<file path="src/rtl/program_sequencer.sv">
// Purpose: feeds a stored 10-bit program to the processor and generates its timed STEP enable.
// Latency: DATA_OUT is a registered read, valid one CLK after PC changes; STEP every STEP_DIV CLKs in RUN.
// Backpressure: PC advances only when the processor consumes the word (IR_LOAD/EXT_SEL after STEP); PAUSE freezes stepping.
module program_sequencer #(
  parameter int DEPTH    = 16,
  parameter int AW       = 4,
  parameter int STEP_DIV = 4
) (
  input  logic          CLK,
  input  logic          CLRn,
  input  logic          START,
  input  logic          ABORT,
  input  logic          PAUSE,
  input  logic [AW-1:0] END_ADDR,
  input  logic          PWR_EN,
  input  logic [AW-1:0] PWR_ADDR,
  input  logic [9:0]    PWR_DATA,
  input  logic          IR_LOAD,
  input  logic          EXT_SEL,
  input  logic          DONE_IN,
  output logic [9:0]    DATA_OUT,
  output logic          STEP,
  output logic [AW-1:0] PC,
  output logic          BUSY,
  output logic          FINISHED
);

  typedef enum logic [1:0] {S_IDLE, S_RUN, S_HOLD, S_HALT} state_t;

  localparam logic [7:0] DIV_LAST = 8'(STEP_DIV - 1);

  state_t        state, state_nxt;
  logic [7:0]    div_cnt, div_nxt;
  logic [AW-1:0] pc_nxt;
  logic          last_seen, last_seen_nxt;
  logic          step_d;
  logic          consume;
  logic          at_end;
  logic          prog_open;
  logic [9:0]    mem [DEPTH];

  // The program may only be rewritten while nothing is being fed to the processor.
  assign prog_open = (state == S_IDLE) || (state == S_HALT);
  assign BUSY      = (state == S_RUN) || (state == S_HOLD);
  assign FINISHED  = (state == S_HALT);
  assign STEP      = (state == S_RUN) && (div_cnt == DIV_LAST);
  // The consume window is the cycle after STEP; it survives a pause that began on the STEP cycle.
  assign consume   = step_d && (IR_LOAD || EXT_SEL) && BUSY;
  assign at_end    = (PC == END_ADDR);

  // State, divider, pointer and last-word flag registers.
  always_ff @(posedge CLK or negedge CLRn) begin
    if (!CLRn) begin
      state     <= S_IDLE;
      div_cnt   <= 8'd0;
      PC        <= '0;
      last_seen <= 1'b0;
      step_d    <= 1'b0;
    end else begin
      state     <= state_nxt;
      div_cnt   <= div_nxt;
      PC        <= pc_nxt;
      last_seen <= last_seen_nxt;
      step_d    <= STEP;
    end
  end

  // Next-state, divider and word-pointer logic; ABORT overrides everything else.
  always_comb begin
    state_nxt     = state;
    div_nxt       = div_cnt;
    pc_nxt        = PC;
    last_seen_nxt = last_seen;
    if (ABORT) begin
      state_nxt     = S_IDLE;
      div_nxt       = 8'd0;
      pc_nxt        = '0;
      last_seen_nxt = 1'b0;
    end else begin
      case (state)
        S_IDLE, S_HALT: begin
          if (START) begin
            state_nxt     = S_RUN;
            div_nxt       = 8'd0;
            pc_nxt        = '0;
            last_seen_nxt = 1'b0;
          end
        end
        S_RUN: begin
          // A STEP already on the wire always completes and wraps the divider, even if PAUSE arrives.
          if (STEP)
            div_nxt = 8'd0;
          else if (!PAUSE)
            div_nxt = div_cnt + 8'd1;
          if (PAUSE)
            state_nxt = S_HOLD;
        end
        S_HOLD: begin
          if (!PAUSE)
            state_nxt = S_RUN;
        end
        default: state_nxt = S_IDLE;
      endcase
      if (consume) begin
        if (at_end)
          last_seen_nxt = 1'b1;
        else
          pc_nxt = PC + AW'(1);
      end
      // The final word's own consume counts as seen, so DONE on that same cycle finishes the run.
      if (BUSY && step_d && DONE_IN && (last_seen || (consume && at_end)))
        state_nxt = S_HALT;
    end
  end

  // Program RAM write port; contents are deliberately not reset.
  always_ff @(posedge CLK) begin
    if (PWR_EN && prog_open)
      mem[PWR_ADDR] <= PWR_DATA;
  end

  // Registered read of the word under the pointer, refreshed every cycle.
  always_ff @(posedge CLK or negedge CLRn) begin
    if (!CLRn)
      DATA_OUT <= 10'd0;
    else
      DATA_OUT <= mem[PC];
  end

endmodule
</file>
<file path="config.mk">
export PLATFORM = sky130hd
export DESIGN_NAME = program_sequencer
export DESIGN_NICKNAME = d
export VERILOG_FILES = /design/src/rtl/program_sequencer.sv
export SDC_FILE = /design/constraint.sdc
export NUM_CORES = 1
export LEC_CHECK = 0
export CORE_ASPECT_RATIO = 1.4
export CORE_MARGIN = 2
export CORE_UTILIZATION = 60
export DETAILED_ROUTE_END_ITERATION = 8
export PLACE_DENSITY = 0.8
export SLEW_MARGIN = 15
export SYNTH_ARGS = -nofsm -noshare
export SYNTH_HDL_FRONTEND = slang
export SYNTH_SLANG_ARGS = --single-unit
export TNS_END_PERCENT = 20
</file>
<file path="constraint.sdc">
create_clock -name CLK -period 5.6 [get_ports CLK]
set_input_delay 1.12 -clock CLK [delete_from_list [all_inputs] [get_ports CLK]]
set_output_delay 1.12 -clock CLK [all_outputs]
set_load 0.05 [all_outputs]
</file>
======== Word level (Yosys, flattened, before mapping) ========
Memory sizes are Yosys's and may differ from the RTL's. A register that Yosys moved wholly into a read port is not among the register bits.
Cells that the tools add are included.
storage, ports and cells
  register bits ........................... 16
  RAM bits ................................ 160
  bits of input ports ..................... 27
  output and inout port bits .............. 17
  memories ................................ 1
cells by class
  $add $sub $neg .......................... 2
  equality and inequality tests ........... 10
  mux-type cells .......................... 23
  reduce and logical (&&, ||, !) cells .... 18
memory list
  name  depth  bits a word  read ports  clocked after Yosys merged registers in  wr ports  RTL line  text
  mem   16     10           1           1                                        1         40        logic [9:0] mem [DEPTH];
operators by type and width
  kind                 count
  $mux 8               4
  $mux 4               5
  $pmux 8 s2           1
  $mux 2               5
  $add 8x1->8 const B  1
  $eq 8x2->1 const B   1
  $logic_and 1x1->1    8
  $ne 4x3->1 const B   2
  $ne 4x4->1 const B   2
  $mux 1               7
  $pmux 2 s3           1
  $reduce_and 3->1     2
  $add 4x1->4 const B  1
  $eq 2x2->1 const B   2
  $eq 4x4->1           1
  $logic_or 1x1->1     4
  $ne 3x3->1 const B   1
  $reduce_bool 3->1    1
  $eq 2x1->1 const B   1
  $logic_not 2->1      1
  $reduce_or 2->1      1
  $logic_not 1->1      1

======== Longest topological paths before layout ========
Gate-level depths: netlist of the first run.
  depth after elaboration ................. 8
  depth in mapped cells ................... 7
  mapped depth without buffers ............ 6

======== Worst setup path after synthesis of the first run ========
OpenSTA, ideal clock, no wires.
  path kind ............................... input port to flip-flop
  from .................................... in PWR_ADDR[2]
  to ...................................... mem mem[0][0], enable pin
  setup time .............................. 390 ps
  data arrival time ....................... 2284 ps
  slack ................................... 2926 ps
  stages on the path ...................... 2
  cells stage by stage .................... or3_1 > nor3_1
RTL lines
  what             RTL line  text
  start, declared  16        input logic [AW-1:0] PWR_ADDR,
  end, declared    40
Straight into the memory's write port.

======== Worst setup path in the final report of the first run ========
  from .................................... reg div_cnt[0]
  to ...................................... out STEP
on the way
  word-level cells in the longest chain between the ends .. 2
RTL lines
  what                    RTL line  text
  start, declared         33        logic [7:0] div_cnt, div_nxt;
  start signal, assigned  61        div_cnt <= div_nxt;
  $eq 8x2->1              46        assign STEP = (state == S_RUN) && (div_cnt == DIV_LAST);
  $logic_and 1x1->1       46
  end, declared           22        output logic STEP,
No other way between the ends.

==> results.cfg, run 1 <==
[logic_synthesis]
avgSynthCellArea_um2 = 17.7
synth_top_cell_by_area = edfxtp_1
yosys_warnings = 0
synthAdderAreaFrac = 0.00820
synth-main-ff-cell = edfxtp_1
netlist_area_um2 = 7630
synth_top_cell_area_share = 0.630
yosysSeqAreaShare = 0.715
synth_top_family_by_area = multiplexers
synth_compound_area_frac = 0.0742
netlist_instances = 432
yosys.area_share.simple = 0.0564
synth.net_count = 464
synth.area.mux_share = 0.115
synth_edf_count = 160
yosysUniqueCellTypes = 52
synth_xor_xnor_area_share = 0.00459
yosys_register_bits = 186
synth-async-reset-ratio = 0.140
yosys-top-cells-area = edfxtp_1 63%, dfrtp_1 8.5%, mux2i_1 5.3%, mux4_2 4.7%, a221oi_1 2.0%

[routing]
drt_iter0_markers = 307
drcViolationCount = 0
detail_route.wl_per_cell_um = 23.6
viasPerCell = 6.44
drtAntennaViolNets = 0
vias = 4157
wl_um = 15200
drtPass1Iterations = 5

[placement]
port_buffers = 43
gp_congestion = 0.867
dp_hpwl_um = 9550
dp_worst_setup_slack_ps = 2060
placed_area_um2 = 8120

[die]
io_pins = 44
chipWidth_um = 99.3
die_h_um = 137
start_util = 0.616
row_count = 48
coreArea_um2 = 12400
die_area_um2 = 13600

[timing]
hold_viol_final = 0
fmax_mhz = 281
setup_viol = 0
fin_crit_ps = 3550
fin_tns_setup_ps = 0
finalMaxSlewViolations = 0
post-route-period-util = 0.634
tightestPinTransition_ps = 1190
slew_headroom = 0.202
clock_skew_ps = 12.2
grt_setup_unrepaired = no
layout_setup_ws_ps = 2050

[pwr]
leakagePower_nw = 2.86
power_density_nw_per_um2 = 325
p_total_mw = 2.83
ir_drop_uv = 234

[clock_network]
cts_sinks = 186
cts_buffer_depth = 2
cts-root-buf = clkbuf_16
cts_buffers = 17
cts_hold_buf = 0
cts_htree_levels = 4
cts_tree = built
post-cts-setup-buffers = 0
worstSkewPairLatency_ps = 440
clkSlewWorstSetupHoldPaths_ps = 70
cts-resized-gates = 0

[global_routing]
grt_max_degree = 50
gr-total-overflow = 0
grt_pass1_wl_um = 23200
grt_pass1_vias = 4254
antenna_found_initial = 0
track_usage = 0.235

[final_layout]
drive_above_1_share = 0.137
antenna_cells = 0
layout_common_cells = 160 x edfxtp_1, 43 x clkdlybuf4s50_1, 40 x mux2i_1
nets = 514
fin_area_um2 = 8700
synthToLayoutAreaGrowth_pct = 14.1
layout_commonest_cell = edfxtp_1

[setup_path]
critPathLaunchType = register
cp_max_fo = 5
cp.arrival_ps = 2430
worst_ep_required_time_ps = 4480
cp-end-kind = output port
critical_path_class = reg2out

[run_status]
outcome = finished clean

[worst_hold_path]
min_path_type = reg2reg

[job]
drv_cap = 0
==> final timing paths <==
kind                       slack, ps  cells past startpoint          end       start
max                             2050                      4         STEP  div_cnt[0]
min                              530                      2    last_seen   last_seen
max reg2reg                     2940                      5    mem[1][3]    state[0]
min reg2reg                      530                      2    last_seen   last_seen
max in group asynchronous       4210                      2        PC[0]        CLRn
min in group asynchronous       1080                      2  DATA_OUT[1]        CLRn
==> flip-flops by register name (all words and copies together), names as in the netlist <==
register	cells
DATA_OUT	10
PC	4
div_cnt	8
last_seen	1
mem	160
state	2
step_d	1
==> metal layers <==
metal,vias up,routed length (µm),global-route usage
met3,40,1010,0.0654
met2,203,7930,0.399
li1,1853,-,-
met4,0,444,0.104
met1,2061,5820,0.283
met5,-,0,0
==> cells in the mapped netlist (3+ instances only) <==
library cell and count:
buf_6 5, nor3_1 7, edfxtp_1 160, a221oi_2 3, a22oi_1 11, o21ai_0 11, clkbuf_1 7, mux2i_1 40
inv_1 6, nand2_1 19, or4_1 3, or3_1 3, a21oi_1 9, dfrtp_1 26, a21o_1 6, nor2_1 15
ha_1 5, a221oi_1 17, buf_12 4, mux4_1 4, nand3_1 8, mux4_2 16, buf_2 3, o211ai_1 4
nand2b_1 4, xor2_1 4
==> power breakdown <==
group	leakage (nW)	switching [mW]	internal (mW)	total, mW
combinational	0.805	0.0982	0.0518	0.150
clock	0.279	0.546	0.599	1.14
sequential	1.78	0.00763	1.53	1.54
total	2.86	0.652	2.18	2.83
==> kinds of logic (layout without fill, tap and decap cells) <==
| kind of cell | count (synthesis) | count (layout) |
|---|---|---|
| flip-flops | 186 | 186 |
| multiplexers | 61 | 61 |
| AND/OR/NAND/NOR | 77 | 77 |
| adder cells (fa/ha/maj) | 5 | 5 |
| buffers and inverters | 25 | 88 |
| AO/OA/AOI/OAI | 74 | 74 |
| XOR/XNOR | 4 | 4 |
==> stage by stage <==
step                      std cells   util  hold slack, ps
final                           645  0.703             526
after global routing            645  0.703             557
after CTS                       645  0.703             532
after detailed placement        613  0.657             508
after global placement          613  0.657             497
after floorplan                 432      -             476
==> worst max-delay path, cell delays in order (launching register included) <==
cell and delay (ps):
dfrtp_1 390, ha_1 250, nor4b_2 320, and3_1 240
clkdlybuf4s50_1 810
==> final cells by class <==
class | instances | area, µm²
clock inverters | 14 | 131
repair buffers | 50 | 483
well taps | 150 | 188
flip-flops and latches | 186 | 5460
inverters | 6 | 22.5
multi-input cells | 221 | 1980
clock buffers | 18 | 439
fillers | 781 | 3670
Power figures use the tool's default switching activity.
==> inputs of run 2 (changes only) <==
--- a/config.mk
+++ b/config.mk
@@ -7,9 +7,9 @@
 export LEC_CHECK = 0
 export CORE_ASPECT_RATIO = 1.4
 export CORE_MARGIN = 2
-export CORE_UTILIZATION = 60
+export CORE_UTILIZATION = 53
 export DETAILED_ROUTE_END_ITERATION = 8
-export PLACE_DENSITY = 0.8
+export PLACE_DENSITY = 0.75
 export SLEW_MARGIN = 15
 export SYNTH_ARGS = -nofsm -noshare
 export SYNTH_HDL_FRONTEND = slang
==> constraint.sdc (replaced) <==
create_clock -name CLK -period 3.2 [get_ports CLK]
set_input_delay 0.64 -clock CLK [delete_from_list [all_inputs] [get_ports CLK]]
set_output_delay 0.64 -clock CLK [all_outputs]
set_load 0.05 [all_outputs]
==> run 2 against run 1 <==
Net effect: hold slack improved by 10 ps; non-clock buffer count increased by 16; critical path depth unchanged; design area increased by 2.5%; combinational power increased by 77%; sequential share of layout area decreased by 1.5 points; clock skew decreased by 1.9 ps; critical endpoint unchanged.
==> results.cfg, run 2 (synthesized netlist as in run 1, its figures left out) <==
[run_status]
outcome = finished clean

[clock_network]
cts_sinks = 186
cts_hold_buf = 0
cts-root-buf = clkbuf_16
cts-resized-gates = 0
cts_tree = built
cts_htree_levels = 4
clkSlewWorstSetupHoldPaths_ps = 60
post-cts-setup-buffers = 0
cts_buffers = 17
worstSkewPairLatency_ps = 430
cts_buffer_depth = 2

[final_layout]
antenna_cells = 0
regMostFlops = mem
layout_common_cells = 160 x edfxtp_1, 43 x clkdlybuf4s50_1, 40 x mux2i_1
synthToLayoutAreaGrowth_pct = 16.9
stdcell_count = 696
fillers = 946
layout_commonest_cell = edfxtp_1
drive_above_1_share = 0.160
regArea_um2 = 5460
nets = 530
multiInputGateArea_um2 = 1970
reg.largest.list = mem: 160 flops, DATA_OUT: 10 flops, div_cnt: 8 flops
largest_reg_flops = 160

[routing]
detail_route.wl_per_cell_um = 21.3
drtPass1Iterations = 8
wl_met3_um = 625
wl_um = 14800
dr_wl_met2_um = 7940
drcViolationCount = 0
viasPerCell = 6.01
met1_length_um = 5910
drtAntennaViolNets = 0
top_layer = met4
vias = 4181
drt_iter0_markers = 330

[placement]
place_inst = 664
gp_congestion = 0.831
dp_hpwl_um = 9570
port_buffers = 43

[die]
die_h_um = 146
coreArea_um2 = 14000
row_count = 51
io_pins = 44
start_util = 0.546
die_area_um2 = 15400
chipWidth_um = 105

[pwr]
power.share.sequential = 0.525
p_switching_mw = 1.09
power_density_nw_per_um2 = 573
ir_drop_uv = 435
power_frac_clock = 0.423
comb_power_share = 0.052
p_int_mw = 4.02
leakagePower_nw = 2.97
sw_frac_of_total = 0.214

[timing]
tightestPinTransition_ps = 580
post-route-period-util = 0.949
slew_headroom = 0.612
setup_viol = 0
fmax_mhz = 329
clock_skew_ps = 10.3
hold_viol_final = 0
finalMaxSlewViolations = 0
fin_crit_ps = 3040
grt_setup_unrepaired = no
fin_tns_setup_ps = 0

[setup_path]
cp.arrival_ps = 2400
critical_path_class = reg2out
worst_ep_required_time_ps = 2560
cp-end-kind = output port
slowest_stage = clkdlybuf4s50_1
path_cells = ha_1 -> nor4b_2 -> and3_1 -> clkdlybuf4s50_1
cp_max_fo = 5
critPathLaunchType = register
crit_path_max_incr_delay_ps = 800

[job]
drv_cap = 0

[global_routing]
grt_pass1_vias = 4358
track_usage = 0.204
antenna_found_initial = 0
gr-total-overflow = 0
grt_max_degree = 67
grt_pass1_wl_um = 23400

[worst_hold_path]
min_path_type = reg2reg
[run 2: cell count changes in the layout (fill, tap and decap cells not counted), sizes merged]
| cell | before | now |
|---|---|---|
| clkinvlp | 1 | 2 |
| clkinv | 7 | 3 |
| buf | 7 | 23 |
| bufinv | 0 | 3 |
[run 2: routing by layer]
layer,vias up,track usage
li1,1879,-
met1,2117,0.245
met2,148,0.351
met3,37,0.0479
met4,0,0.0853
met5,-,0
[run 2: final timing paths]
kind,from,end,slack [ps],cells past startpoint
max,div_cnt[0],STEP,160,4
min in group asynchronous,CLRn,DATA_OUT[6],600,2
min reg2reg,last_seen,last_seen,540,2
max in group asynchronous,CLRn,PC[0],2270,2
min,last_seen,last_seen,540,2
max reg2reg,state[0],mem[0][8],1060,6
[run 2: critical path, delay by kind of cell, from the launching register on]
| kind | cells | cell delay [ps] |
|---|---|---|
| AND/OR/NAND/NOR | 2 | 520 |
| flip-flops | 1 | 390 |
| buffers and inverters | 1 | 800 |
| adder cells (fa/ha/maj) | 1 | 260 |
[run 2: cell type report]
cell class / instances / area share
multi-input combinational: 221 / 0.221
sequential: 186 / 0.612
inverter: 6 / 0.00253
timing repair buffer: 66 / 0.0691
tap: 185 / 0.0260
clock inverter: 14 / 0.0208
clock buffer: 18 / 0.0481
[run 2: power groups by stage]
stage / Clock [mW] / Sequential (mW) / Combinational, mW
after floorplan: 0 / 2.74 / 0.144
after global routing: 2.28 / 2.69 / 0.287
final: 2.16 / 2.69 / 0.265
after CTS: 2.19 / 2.69 / 0.266
after global placement: 0 / 2.73 / 0.253
after detailed placement: 0 / 2.74 / 0.264
[run 2: through the flow]
step	power, mW	instance area, µm²	util	hold WS [ps]	setup WS, ps
after CTS	5.15	8910	0.638	542	151
after floorplan	2.88	7630	-	344	848
after global placement	2.99	8300	0.594	496	646
final	5.11	8910	0.638	536	165
after global routing	5.26	8910	0.638	567	70.4
after detailed placement	3.00	8300	0.594	524	624
